### src/rtl/divider_32x16_seq_if.sv
// Handshake and operand/result bundle for the sequential 32/16 divider.
interface divider_32x16_seq_if #(
   parameter int DW_N = 32,
   parameter int DW_D = 16
);
   logic            start;
   logic [DW_N-1:0] dividend;
   logic [DW_D-1:0] divisor;
   logic            busy;
   logic            done;
   logic [DW_N-1:0] quotient;
   logic [DW_D-1:0] remainder;
   logic            div_by_zero;

   modport master (
      output start, dividend, divisor,
      input  busy, done, quotient, remainder, div_by_zero
   );

   modport slave (
      input  start, dividend, divisor,
      output busy, done, quotient, remainder, div_by_zero
   );
endinterface

### src/rtl/divider_32x16_seq.sv
// Sequential unsigned radix-2 restoring divider, one quotient bit per clock.
// Zero divisor short-circuits to an all-ones quotient with div_by_zero set.
module divider_32x16_seq #(
   parameter int DW_N = 32,
   parameter int DW_D = 16
) (
   input logic              clk,
   input logic              rst_n,
   divider_32x16_seq_if.slave bus
);
   localparam int CW = $clog2(DW_N);

   typedef enum logic [1:0] {
      IDLE = 2'd0,
      CALC = 2'd1,
      DONE = 2'd2
   } state_t;

   state_t          state_r;
   logic [DW_N-1:0] work_r;
   logic [DW_D-1:0] divisor_r;
   logic [DW_D-1:0] pr_r;
   logic [CW-1:0]   cnt_r;
   logic            busy_r;
   logic            done_r;
   logic            dbz_r;
   logic [DW_N-1:0] quotient_r;
   logic [DW_D-1:0] remainder_r;

   logic [DW_D:0]   pr_shift_s;
   logic [DW_D:0]   pr_sub_s;
   logic            ge_s;
   logic [DW_D-1:0] pr_next_s;
   logic [DW_N-1:0] work_next_s;

   // One restoring step; a clear borrow bit of the trial subtract means pr >= divisor.
   always_comb begin
      pr_shift_s  = {pr_r, work_r[DW_N-1]};
      pr_sub_s    = pr_shift_s - {1'b0, divisor_r};
      ge_s        = ~pr_sub_s[DW_D];
      if (ge_s) begin
         pr_next_s = pr_sub_s[DW_D-1:0];
      end else begin
         pr_next_s = pr_shift_s[DW_D-1:0];
      end
      work_next_s = {work_r[DW_N-2:0], ge_s};
   end

   // Control FSM, datapath registers and registered outputs.
   always_ff @(posedge clk) begin
      if (!rst_n) begin
         state_r     <= IDLE;
         work_r      <= {DW_N{1'b0}};
         divisor_r   <= {DW_D{1'b0}};
         pr_r        <= {DW_D{1'b0}};
         cnt_r       <= {CW{1'b0}};
         busy_r      <= 1'b0;
         done_r      <= 1'b0;
         dbz_r       <= 1'b0;
         quotient_r  <= {DW_N{1'b0}};
         remainder_r <= {DW_D{1'b0}};
      end else begin
         case (state_r)
            IDLE: begin
               if (bus.start) begin
                  work_r    <= bus.dividend;
                  divisor_r <= bus.divisor;
                  busy_r    <= 1'b1;
                  if (bus.divisor != {DW_D{1'b0}}) begin
                     pr_r    <= {DW_D{1'b0}};
                     cnt_r   <= {CW{1'b0}};
                     state_r <= CALC;
                  end else begin
                     quotient_r  <= {DW_N{1'b1}};
                     remainder_r <= bus.dividend[DW_D-1:0];
                     dbz_r       <= 1'b1;
                     done_r      <= 1'b1;
                     state_r     <= DONE;
                  end
               end
            end
            CALC: begin
               pr_r   <= pr_next_s;
               work_r <= work_next_s;
               cnt_r  <= cnt_r + CW'(1'b1);
               // Results only move on the last step so they hold during CALC.
               if (cnt_r == CW'(DW_N - 1)) begin
                  quotient_r  <= work_next_s;
                  remainder_r <= pr_next_s;
                  dbz_r       <= 1'b0;
                  done_r      <= 1'b1;
                  state_r     <= DONE;
               end
            end
            DONE: begin
               done_r  <= 1'b0;
               busy_r  <= 1'b0;
               state_r <= IDLE;
            end
            default: begin
               done_r  <= 1'b0;
               busy_r  <= 1'b0;
               state_r <= IDLE;
            end
         endcase
      end
   end

   assign bus.busy        = busy_r;
   assign bus.done        = done_r;
   assign bus.quotient    = quotient_r;
   assign bus.remainder   = remainder_r;
   assign bus.div_by_zero = dbz_r;
endmodule

### src/flat_wrapper.sv
// flat-port wrapper written by rule: the top's interface ports become plain ports
module divider_32x16_seq_flat 
#(
   parameter int DW_N = 32,
   parameter int DW_D = 16
)
  (clk, rst_n, bus_start, bus_dividend, bus_divisor, bus_busy, bus_done, bus_quotient, bus_remainder, bus_div_by_zero);
  divider_32x16_seq_if #(.DW_N(DW_N), .DW_D(DW_D)) bus_i ();
  input logic clk;
  input logic rst_n;
  input wire logic [$bits(bus_i.start)-1:0] bus_start;
  input wire logic [$bits(bus_i.dividend)-1:0] bus_dividend;
  input wire logic [$bits(bus_i.divisor)-1:0] bus_divisor;
  output wire logic [$bits(bus_i.busy)-1:0] bus_busy;
  output wire logic [$bits(bus_i.done)-1:0] bus_done;
  output wire logic [$bits(bus_i.quotient)-1:0] bus_quotient;
  output wire logic [$bits(bus_i.remainder)-1:0] bus_remainder;
  output wire logic [$bits(bus_i.div_by_zero)-1:0] bus_div_by_zero;
  assign bus_i.start = bus_start;
  assign bus_i.dividend = bus_dividend;
  assign bus_i.divisor = bus_divisor;
  assign bus_busy = bus_i.busy;
  assign bus_done = bus_i.done;
  assign bus_quotient = bus_i.quotient;
  assign bus_remainder = bus_i.remainder;
  assign bus_div_by_zero = bus_i.div_by_zero;
  divider_32x16_seq #(.DW_N(DW_N), .DW_D(DW_D)) u_core (.clk(clk), .rst_n(rst_n), .bus(bus_i));
endmodule
### config.mk
export PLATFORM = sky130hd
export DESIGN_NAME = divider_32x16_seq_flat
export DESIGN_NICKNAME = d
export VERILOG_FILES = /design/src/rtl/divider_32x16_seq_if.sv /design/src/rtl/divider_32x16_seq.sv /design/src/flat_wrapper.sv
export SDC_FILE = /design/constraint.sdc
export NUM_CORES = 1
export LEC_CHECK = 0
export CAP_MARGIN = 40
export CORE_ASPECT_RATIO = 2
export CORE_MARGIN = 4
export CORE_UTILIZATION = 50
export CTS_BUF_LIST = sky130_fd_sc_hd__clkbuf_4 sky130_fd_sc_hd__clkbuf_8
export CTS_CLUSTER_SIZE = 20
export DETAILED_ROUTE_END_ITERATION = 7
export HOLD_SLACK_MARGIN = 0.12
export PLACE_DENSITY = 0.87
export SLEW_MARGIN = 10
export SYNTH_ARGS = -nofsm -noshare
export SYNTH_HDL_FRONTEND = slang
export SYNTH_SLANG_ARGS = --single-unit
### constraint.sdc
create_clock -name clk -period 5.85 [get_ports clk]
set_clock_uncertainty 0.1 [all_clocks]
set_input_delay 1.17 -clock clk [delete_from_list [all_inputs] [get_ports clk]]
set_output_delay 1.17 -clock clk [all_outputs]
set_load 0.01 [all_outputs]
==> flow_summary.json <==
{
  "outcome": "finished, final reports clean",
  "peakVddDrop_uv": 264,
  "fp.dieW_um": 84.1,
  "htreeDepth": 4,
  "worst_slack_ns": 2.36,
  "tns_ns": 0,
  "setup_viol": 0,
  "clockBufferDepth": 2,
  "synth_seq_cells": 122,
  "track_usage_pct": 24.7,
  "first_iter_violations": 482,
  "ys.flop_type": "dfxtp_1",
  "core_sq_mm": 0.0114,
  "cts_buffers": 17,
  "yosysUniqueCellTypes": 51,
  "antenna_left": 0,
  "drcViolationCount": 0,
  "grt_pass1_vias": 5594,
  "holdPathStages": 2,
  "tightest_slew_ns": 0.914,
  "cts.repair.resized": 0,
  "layout-drive-gt1-share_pct": 10.3,
  "synth-edff-count": 0,
  "row_count": 55,
  "async_flop_share_pct": 0,
  "slowest_stage": "fa_1",
  "die-area_sq_mm": 0.0135,
  "critPathLaunchType": "flop",
  "finalCritPeriodShare_pct": 59.7,
  "worstPathArrival_ns": 3.69,
  "clock_latency_ns": 0.44,
  "synth_area_sq_mm": 0.00578,
  "cts_setup_buffers": 0,
  "place_hpwl_mm": 11.9,
  "ioPinCount": 102,
  "vias_per_cell": 6.02,
  "hold_violations": 0,
  "required_ns": 6.05,
  "gp_congestion": 0.850,
  "relSlewSlack_pct": 38.8,
  "rsz0062_at_grt": "false",
  "vias": 5723,
  "wl_mm": 16.9,
  "io_buffers": 101,
  "syn_to_final_growth_pct": 27.6,
  "r2r_cells": 12,
  "drt-wirelength-per-cell_um": 17.8,
  "start_util_pct": 50.9,
  "pwr_density_cell_mw_per_mm2": 336,
  "grt_pass1_wl_mm": 26.8,
  "cap_violations": 0,
  "grt-ovfl-total": 0,
  "crit_path_end_kind": "flop",
  "final.min_clock_period_ns": 3.49,
  "cts_tree": "done",
  "antenna_cells": 0,
  "clk_pin_slew_ns": 0.07,
  "critical_path.max_fanout": 8,
  "antenna_found_initial": 0,
  "synth.avg_cell_area_sq_um": 8.11,
  "synth_fp_nets": 783,
  "die_y_um": 160,
  "hp-class": "flop to flop",
  "syn_inst": 713,
  "cts.sinks": 122,
  "clock-root-buffer": "clkbuf_8",
  "synth_seq_area_share_pct": 42.2,
  "slowest_delay_ns": 0.42,
  "slew_viol_final": 0,
  "firstDrtPassIters": 6,
  "fmaxAchievable_mhz": 286,
  "critPathKind": "flop to flop",
  "crit_chain": "inv_1, ha_1, inv_1, fa_1, a211o_1, a211o_1, a21boi_4, a31oi_1, xnor2_1, buf_4, a311oi_1, a21oi_1",
  "final_nets": 865,
  "postCtsHoldBufs": 0,
  "dpl_worst_slack_ns": 1.52,
  "grt_max_degree": 56,
  "p_leak_uw": 0.00286,
  "yosysWarnings": 0
}
cells in the mapped netlist, types with 2 or more instances:
library cell	number	area, sq um
xnor2_1	11	96.3
clkbuf_1	47	176
nor2b_1	2	12.5
o221a_1	5	56.3
mux2i_1	7	70.1
a22oi_1	2	15.0
o221a_2	31	349
a21o_1	9	67.6
o211ai_1	4	30.0
and3_1	5	31.3
and2_1	6	37.5
o21ai_0	75	375
inv_1	23	86.3
nor4_1	4	25.0
nand4_1	4	25.0
o22ai_1	2	12.5
nand2b_1	2	12.5
a21oi_1	81	405
buf_1	3	11.3
a211o_1	4	35.0
xor2_1	2	17.5
a311oi_1	2	17.5
nor3b_1	2	15.0
nand3_1	19	95.1
dfxtp_1	122	2440
nor2_1	65	244
a31oi_1	18	113
nand2_1	108	405
a21boi_0	2	15.0
or3_1	4	25.0
ha_1	18	225
o21a_1	5	37.5
stage by stage:
step                hold slack [ns]  util, %  total power, uW  std cells  instance area, sq um
floorplan                     0.336        -             1460        713                  5780
global placement              0.344     60.1             1590        912                  6830
detailed placement            0.350     60.8             1630        917                  6900
CTS                           0.359     64.8             2470        949                  7360
global route                  0.379     65.0             2580        950                  7380
finish                        0.355     65.0             2480        950                  7380
power breakdown:
part           switching (uW)  internal (uW)  leakage (uW)
logic                     409            293       0.00164
registers                44.7            880      0.000995
clock network             337            514      0.000221
total                     791           1690       0.00286
critical path, delay by kind of cell, from the launching register on:
kind,cells,cell delay [ns]
AO/OA/AOI/OAI,6,1.63
XOR/XNOR,1,0.29
adder cells (fa/ha/maj),2,0.59
buffers and inverters,3,0.40
flip-flops,1,0.32
cells by family (layout without fill, tap and decap cells):
logic type      Yosys count  after routing  synth area share (%)
mux                       7              7                  1.21
xor+xnor                 14             14                  2.44
compound gates          250            250                  28.2
flops                   122            122                  42.2
simple gates            225            225                  16.5
buf+inv                  76            171                  5.13
fa+ha+maj                19             19                  4.24
layout by cell type, fill, tap and decap left out, types with 4 or more instances in the layout:
| cell type | instances |
|---|---|
| xnor2_1 | 11 |
| a31oi_1 | 18 |
| ha_1 | 18 |
| inv_1 | 23 |
| a21oi_1 | 81 |
| clkinvlp_4 | 4 |
| nor4_1 | 4 |
| a211o_1 | 4 |
| nand3_1 | 19 |
| o21a_1 | 5 |
| a21o_1 | 9 |
| nand2_1 | 108 |
| mux2i_1 | 7 |
| buf_4 | 10 |
| nor2_1 | 64 |
| or3_1 | 4 |
| clkdlybuf4s50_1 | 100 |
| o221a_2 | 31 |
| o211ai_1 | 4 |
| o221a_1 | 5 |
| and3_1 | 5 |
| o21ai_0 | 75 |
| nand4_1 | 4 |
| dfxtp_1 | 122 |
| clkbuf_8 | 21 |
| bufinv_16 | 4 |
| and2_1 | 6 |
area by class of cell:
| type | count | area [sq um] |
|---|---|---|
| flip-flops and latches | 122 | 2440 |
| clock inverters | 10 | 164 |
| multi-input cells | 515 | 3050 |
| inverters | 24 | 90.1 |
| fillers | 927 | 3970 |
| clock buffers | 22 | 297 |
| well taps | 142 | 178 |
| repair buffers | 115 | 1160 |
sequential cells by signal, summed over array words and instances, names as in the netlist:
signal / cells
u_core.bus.done: 1
u_core.divisor_r: 16
u_core.pr_r: 16
u_core.work_r: 32
u_core.cnt_r: 5
u_core.bus.remainder: 16
u_core.bus.div_by_zero: 1
u_core.state_r: 2
u_core.bus.quotient: 32
u_core.bus.busy: 1
worst paths after layout:
check                      start                  end  slack, ns
max            u_core.work_r[31]       u_core.pr_r[8]       2.36
min          u_core.divisor_r[5]  u_core.divisor_r[5]       0.36
max reg2reg    u_core.work_r[31]       u_core.pr_r[8]       2.36
min reg2reg  u_core.divisor_r[5]  u_core.divisor_r[5]       0.36
metal layers:
layer  share of wire [%]  vias up  track usage, %
met4                 4.8        0            14.3
li1                    -     2711               -
met5                   0        -               0
met3                 6.2       65            5.42
met2                  54      276            45.2
met1                  35     2671            25.2
Note: power is estimated with default switching activity, not from simulation.
==> patch 1 (config.mk and constraints unchanged) <==
Re-encode `state_t` (3 states) as one-hot, 3 bits wide.
--- a/src/rtl/divider_32x16_seq.sv
+++ b/src/rtl/divider_32x16_seq.sv
@@ -10,10 +10,10 @@
 );
    localparam int CW = $clog2(DW_N);
 
-   typedef enum logic [1:0] {
-      IDLE = 2'd0,
-      CALC = 2'd1,
-      DONE = 2'd2
+   typedef enum logic [2:0] {
+      IDLE = 3'b001,
+      CALC = 3'b010,
+      DONE = 3'b100
    } state_t;
 
    state_t          state_r;
Check against the original RTL: same outputs for any inputs over 10 cycles, from zero or initial values and one cycle with rst_n low; not proved beyond that.
==> patch 1 against the unedited design <==
  * Sequential cell count grew 1
  * Via count grew 5.2%
  * Total power shrank 8.4%
  * Critical path type is now in -> reg
  * Maximum frequency shrank 0.84%
  * Setup slack lost 0.029 ns
  * Final area grew 0.54%
  * Utilization shrank 1.6 points
  * Area after synthesis grew 3.1%
  * Largest power group unchanged
  * Routed wire length grew 4.2%
==> patch 1: results <==
metrics = {
    "run_status": {
        "status": "completed",
    },
    "setup_path": {
        "crit_fanout": 19,
        "cp_slowest_cell": "and4_1",
        "crit_path_max_incr_delay_ns": 0.46,
        "cp.arrival_ns": 3.78,
        "crit_family": "simple AND/OR/NAND/NOR gates",
    },
    "placement": {
        "placed_cells": 968,
        "placed_cell_area_mm2": 0.00700,
        "routabilityCongestion": 0.935,
        "pre_cts_slack_ns": 1.86,
        "place_hpwl_mm": 12.6,
    },
    "global_routing": {
        "grt_pass1_wl_mm": 27.8,
        "grt_max_degree": 64,
        "use_met2_pct": 46.7,
        "grt_pass1_vias": 5696,
    },
    "yosys": {
        "synth_compound_area_share_pct": 23.7,
        "synthCells": 769,
        "synth_fp_nets": 839,
        "synth_fa_ha_area_share_pct": 4.11,
        "muxShareOfSynthArea_pct": 0.671,
    },
    "final_layout": {
        "final_cells": 1000,
        "utilization_pct": 63.4,
        "drive_gt1_share_pct": 7.60,
        "fillers": 993,
    },
    "drt": {
        "drtIter0Drc": 495,
        "wl_mm": 17.6,
    },
    "timing": {
        "worst_slew_pin_slew_ns": 0.914,
    },
}
## patch 1: cell types whose count changed after synthesis, sizes merged, moves of 7 or more
cell and change:
nor3 +68, o221a -36, a31oi +23, nand2 +14, o21ai -13, nor2 -10, a211oi +9, xnor2 -7
## patch 1: cell type report
cell class,count,share of cell area (%)
clock buffer,19,3.52
clock inverter,13,2.23
inverter,22,1.11
multi-input combinational,568,42.8
sequential,123,33.2
tap,145,2.44
timing repair buffer,110,14.7
## patch 1: where the power goes
part	switching, W	internal (W)	total, W
combinational	0.000330	0.000210	0.000540
clock	0.000365	0.000448	0.000813
sequential	0.0000380	0.000880	0.000918
## patch 1: layer usage
layer	part of all wire, %	vias up
met1	35	2811
met5	0	-
li1	-	2881
met3	5.3	73
met4	5.7	0
met2	54	258
## patch 1: logic make-up after synthesis
logic type,count (synthesis)
DFF,123
buffers and inverters,78
adders and majority gates,19
xor gates and xnor gates,9
muxes,4
and+or+nand+nor,303
AOI/OAI and AO/OA,233
## patch 1: final timing paths
kind              cells after the start                      end                  from  slack [ns]
setup / recovery                      9  u_core.bus.quotient[11]       bus_divisor[15]        2.33
hold / removal                        2     u_core.divisor_r[12]  u_core.divisor_r[12]        0.35
setup reg to reg                     11           u_core.pr_r[3]     u_core.work_r[31]        2.62
hold reg to reg                       2     u_core.divisor_r[12]  u_core.divisor_r[12]        0.35
## patch 1: worst min-delay path, stage by stage (launching register included)
cell	delay, ns
dfxtp_1	0.31
nand2_1	0.05
a21oi_1	0.05
==> patch 2 (same settings) <==
Without the edit above. `DW_N` is set to 32 in 3 places; all go to 16.
--- a/src/rtl/divider_32x16_seq_if.sv
+++ b/src/rtl/divider_32x16_seq_if.sv
@@ -1,6 +1,6 @@
 // Handshake and operand/result bundle for the sequential 32/16 divider.
 interface divider_32x16_seq_if #(
-   parameter int DW_N = 32,
+   parameter int DW_N = 16,
    parameter int DW_D = 16
 );
    logic            start;
--- a/src/rtl/divider_32x16_seq.sv
+++ b/src/rtl/divider_32x16_seq.sv
@@ -1,7 +1,7 @@
 // Sequential unsigned radix-2 restoring divider, one quotient bit per clock.
 // Zero divisor short-circuits to an all-ones quotient with div_by_zero set.
 module divider_32x16_seq #(
-   parameter int DW_N = 32,
+   parameter int DW_N = 16,
    parameter int DW_D = 16
 ) (
    input logic              clk,
--- a/src/flat_wrapper.sv
+++ b/src/flat_wrapper.sv
@@ -1,7 +1,7 @@
 // flat-port wrapper written by rule: the top's interface ports become plain ports
 module divider_32x16_seq_flat 
 #(
-   parameter int DW_N = 32,
+   parameter int DW_N = 16,
    parameter int DW_D = 16
 )
   (clk, rst_n, bus_start, bus_dividend, bus_divisor, bus_busy, bus_done, bus_quotient, bus_remainder, bus_div_by_zero);
Interface: changed (resized bus_dividend and bus_quotient); port bits go from 102 to 70. No check against the original RTL was run, so the function may have changed too.
==> patch 2 against the unedited design <==
  * Non-clock buffer count is 41 lower
  * Routed wire length shrank 27%
  * Setup slack worse by 0.64 ns
  * Area after synthesis is 23% lower
  * Critical path depth is 5 lower
  * Sequential cell count fell by 33
  * Largest cell class unchanged
  * Final area down 27%
Power is not compared: it rests on default switching activity, and its combinational part moved more than twofold at a synthesized area within 25%.
==> patch 2: results <==
metrics = {
    "run_status": {
        "status": "completed",
    },
    "global_routing": {
        "grt-ovfl-total": 0,
        "grt_max_degree": 63,
        "grt_pass1_wl_mm": 19.0,
        "grt_pass1_vias": 4134,
        "antenna_found_initial": 0,
        "grtUsageTotal_pct": 23.4,
    },
    "yosys": {
        "synthTopCellsByCount": "89 x dfxtp_1, 85 x nand2_1, 54 x o21ai_0",
        "syn_area_per_cell_um2": 8.29,
        "synth_ff_type": "dfxtp_1",
        "synthArstFlopShare_pct": 0,
        "synth_seq_area_share_pct": 40.1,
        "synth_cell_types": 55,
        "synth_fp_nets": 589,
        "synth_edf_count": 0,
        "ys_warn_count": 0,
        "synthTopCellsByArea": "dfxtp_1 40%, nand2_1 7.2%, o21ai_0 6.1%, ha_1 4.8%, a21oi_1 4.2%",
    },
    "timing": {
        "max-slew-margin-rel_pct": 31.3,
        "fin_tns_setup_ns": 0,
    },
    "placement": {
        "place_hpwl_mm": 9.41,
        "placed_cells": 678,
        "port_buffers": 69,
        "routabilityCongestion": 0.970,
    },
    "final_layout": {
        "finalNetCount": 642,
        "fillers": 724,
        "drive_gt1_share_pct": 7.91,
    },
    "setup_path": {
        "crit_path_max_incr_delay_ns": 0.95,
        "cp_slowest_cell": "clkdlybuf4s50_1",
        "crit_fanout": 18,
        "cp.arrival_ns": 4.29,
        "crit_family": "simple AND/OR/NAND/NOR gates",
        "regToRegSetupSlack_ns": 2.15,
    },
    "drt": {
        "wl_mm": 12.3,
        "drc": 0,
        "dr.pass1.iters": 5,
        "viasPerCell": 6.10,
        "route.vias.total": 4236,
        "drtIter0Drc": 476,
    },
    "power_and_ir_drop": {
        "power.static_leakage_nw": 2.02,
        "peakVddDrop_mv": 0.307,
        "p_int_w": 0.00162,
    },
    "clock_network": {
        "clockRootBuffer": "clkbuf_8",
        "clk_pin_slew_ns": 0.09,
        "clkLatencyLatePin_ns": 0.38,
        "htreeDepth": 3,
        "clk_path_buf_depth": 2,
        "cts_resized": 0,
        "cts_made_buffers": 9,
        "cts_setup_buffers": 0,
    },
    "hold_path": {
        "hp-class": "reg -> reg",
    },
}
==> patch 2: stage by stage <==
stage / cell area (um^2) / utilization (%) / hold slack [ns] / setup WS [ns]
floorplan: 4440 / - / 0.342 / 2.85
global placement: 5120 / 59.2 / 0.350 / 1.48
detailed placement: 5140 / 59.4 / 0.353 / 1.38
CTS: 5370 / 62.0 / 0.366 / 1.80
global route: 5370 / 62.0 / 0.389 / 1.52
finish: 5370 / 62.0 / 0.363 / 1.72
==> patch 2: layout make-up <==
class / instances / area share, %
multi-input combinational: 392 / 45.1
sequential: 89 / 33.2
timing repair buffer: 74 / 13.5
clock buffer: 12 / 2.85
tap: 100 / 2.33
inverter: 23 / 1.61
clock inverter: 4 / 1.38
==> patch 2: power groups by stage <==
| stage | clock network [W] | registers (W) | logic (W) |
|---|---|---|---|
| 2_1_floorplan | 0 | 0.000726 | 0.00132 |
| 3_3_place_gp | 0 | 0.000746 | 0.00144 |
| 3_5_place_dp | 0 | 0.000749 | 0.00150 |
| 4_1_cts | 0.000485 | 0.000735 | 0.00151 |
| 5_1_grt | 0.000508 | 0.000743 | 0.00166 |
| 6_report | 0.000483 | 0.000739 | 0.00153 |
==> patch 2: per-layer routing <==
layer  part of all wire, %  routed length [um]  vias to the layer above  track usage [%]
li1                      -                   -                     2026                -
met1                    35                4230                     1974             22.5
met4                   5.8                 711                        0             15.0
met5                     0                   0                        -                0
met2                    54                6650                      188             43.2
met3                   5.5                 672                       48             4.04
==> patch 2: worst min-delay path, delay by kind of cell, from the launching register on <==
family                 cells  cell delay, ns
DFF                        1            0.32
buffers and inverters      1            0.05
AOI/OAI and AO/OA          1            0.05
==> patch 2: cell families (layout without fill, tap and decap cells) <==
kind of cell             Yosys count  after routing  synth area share [%]
AND/OR/NAND/NOR                  174            174                  17.6
flip-flops                        89             89                  40.1
AO/OA/AOI/OAI                    171            171                  25.6
adder cells (fa/ha/maj)           18             18                  5.24
buffers and inverters             55            113                  5.44
multiplexers                      12             12                  2.70
XOR/XNOR                          17             17                  3.35
==> patch 2: final timing paths <==
| check | start | end | cells past startpoint |
|---|---|---|---|
| max | bus_start | u_core.bus.remainder[14] | 7 |
| min | u_core.bus.busy | u_core.bus.busy | 2 |
| max reg2reg | u_core.state_r[0] | u_core.bus.remainder[14] | 6 |
| min reg2reg | u_core.bus.busy | u_core.bus.busy | 2 |
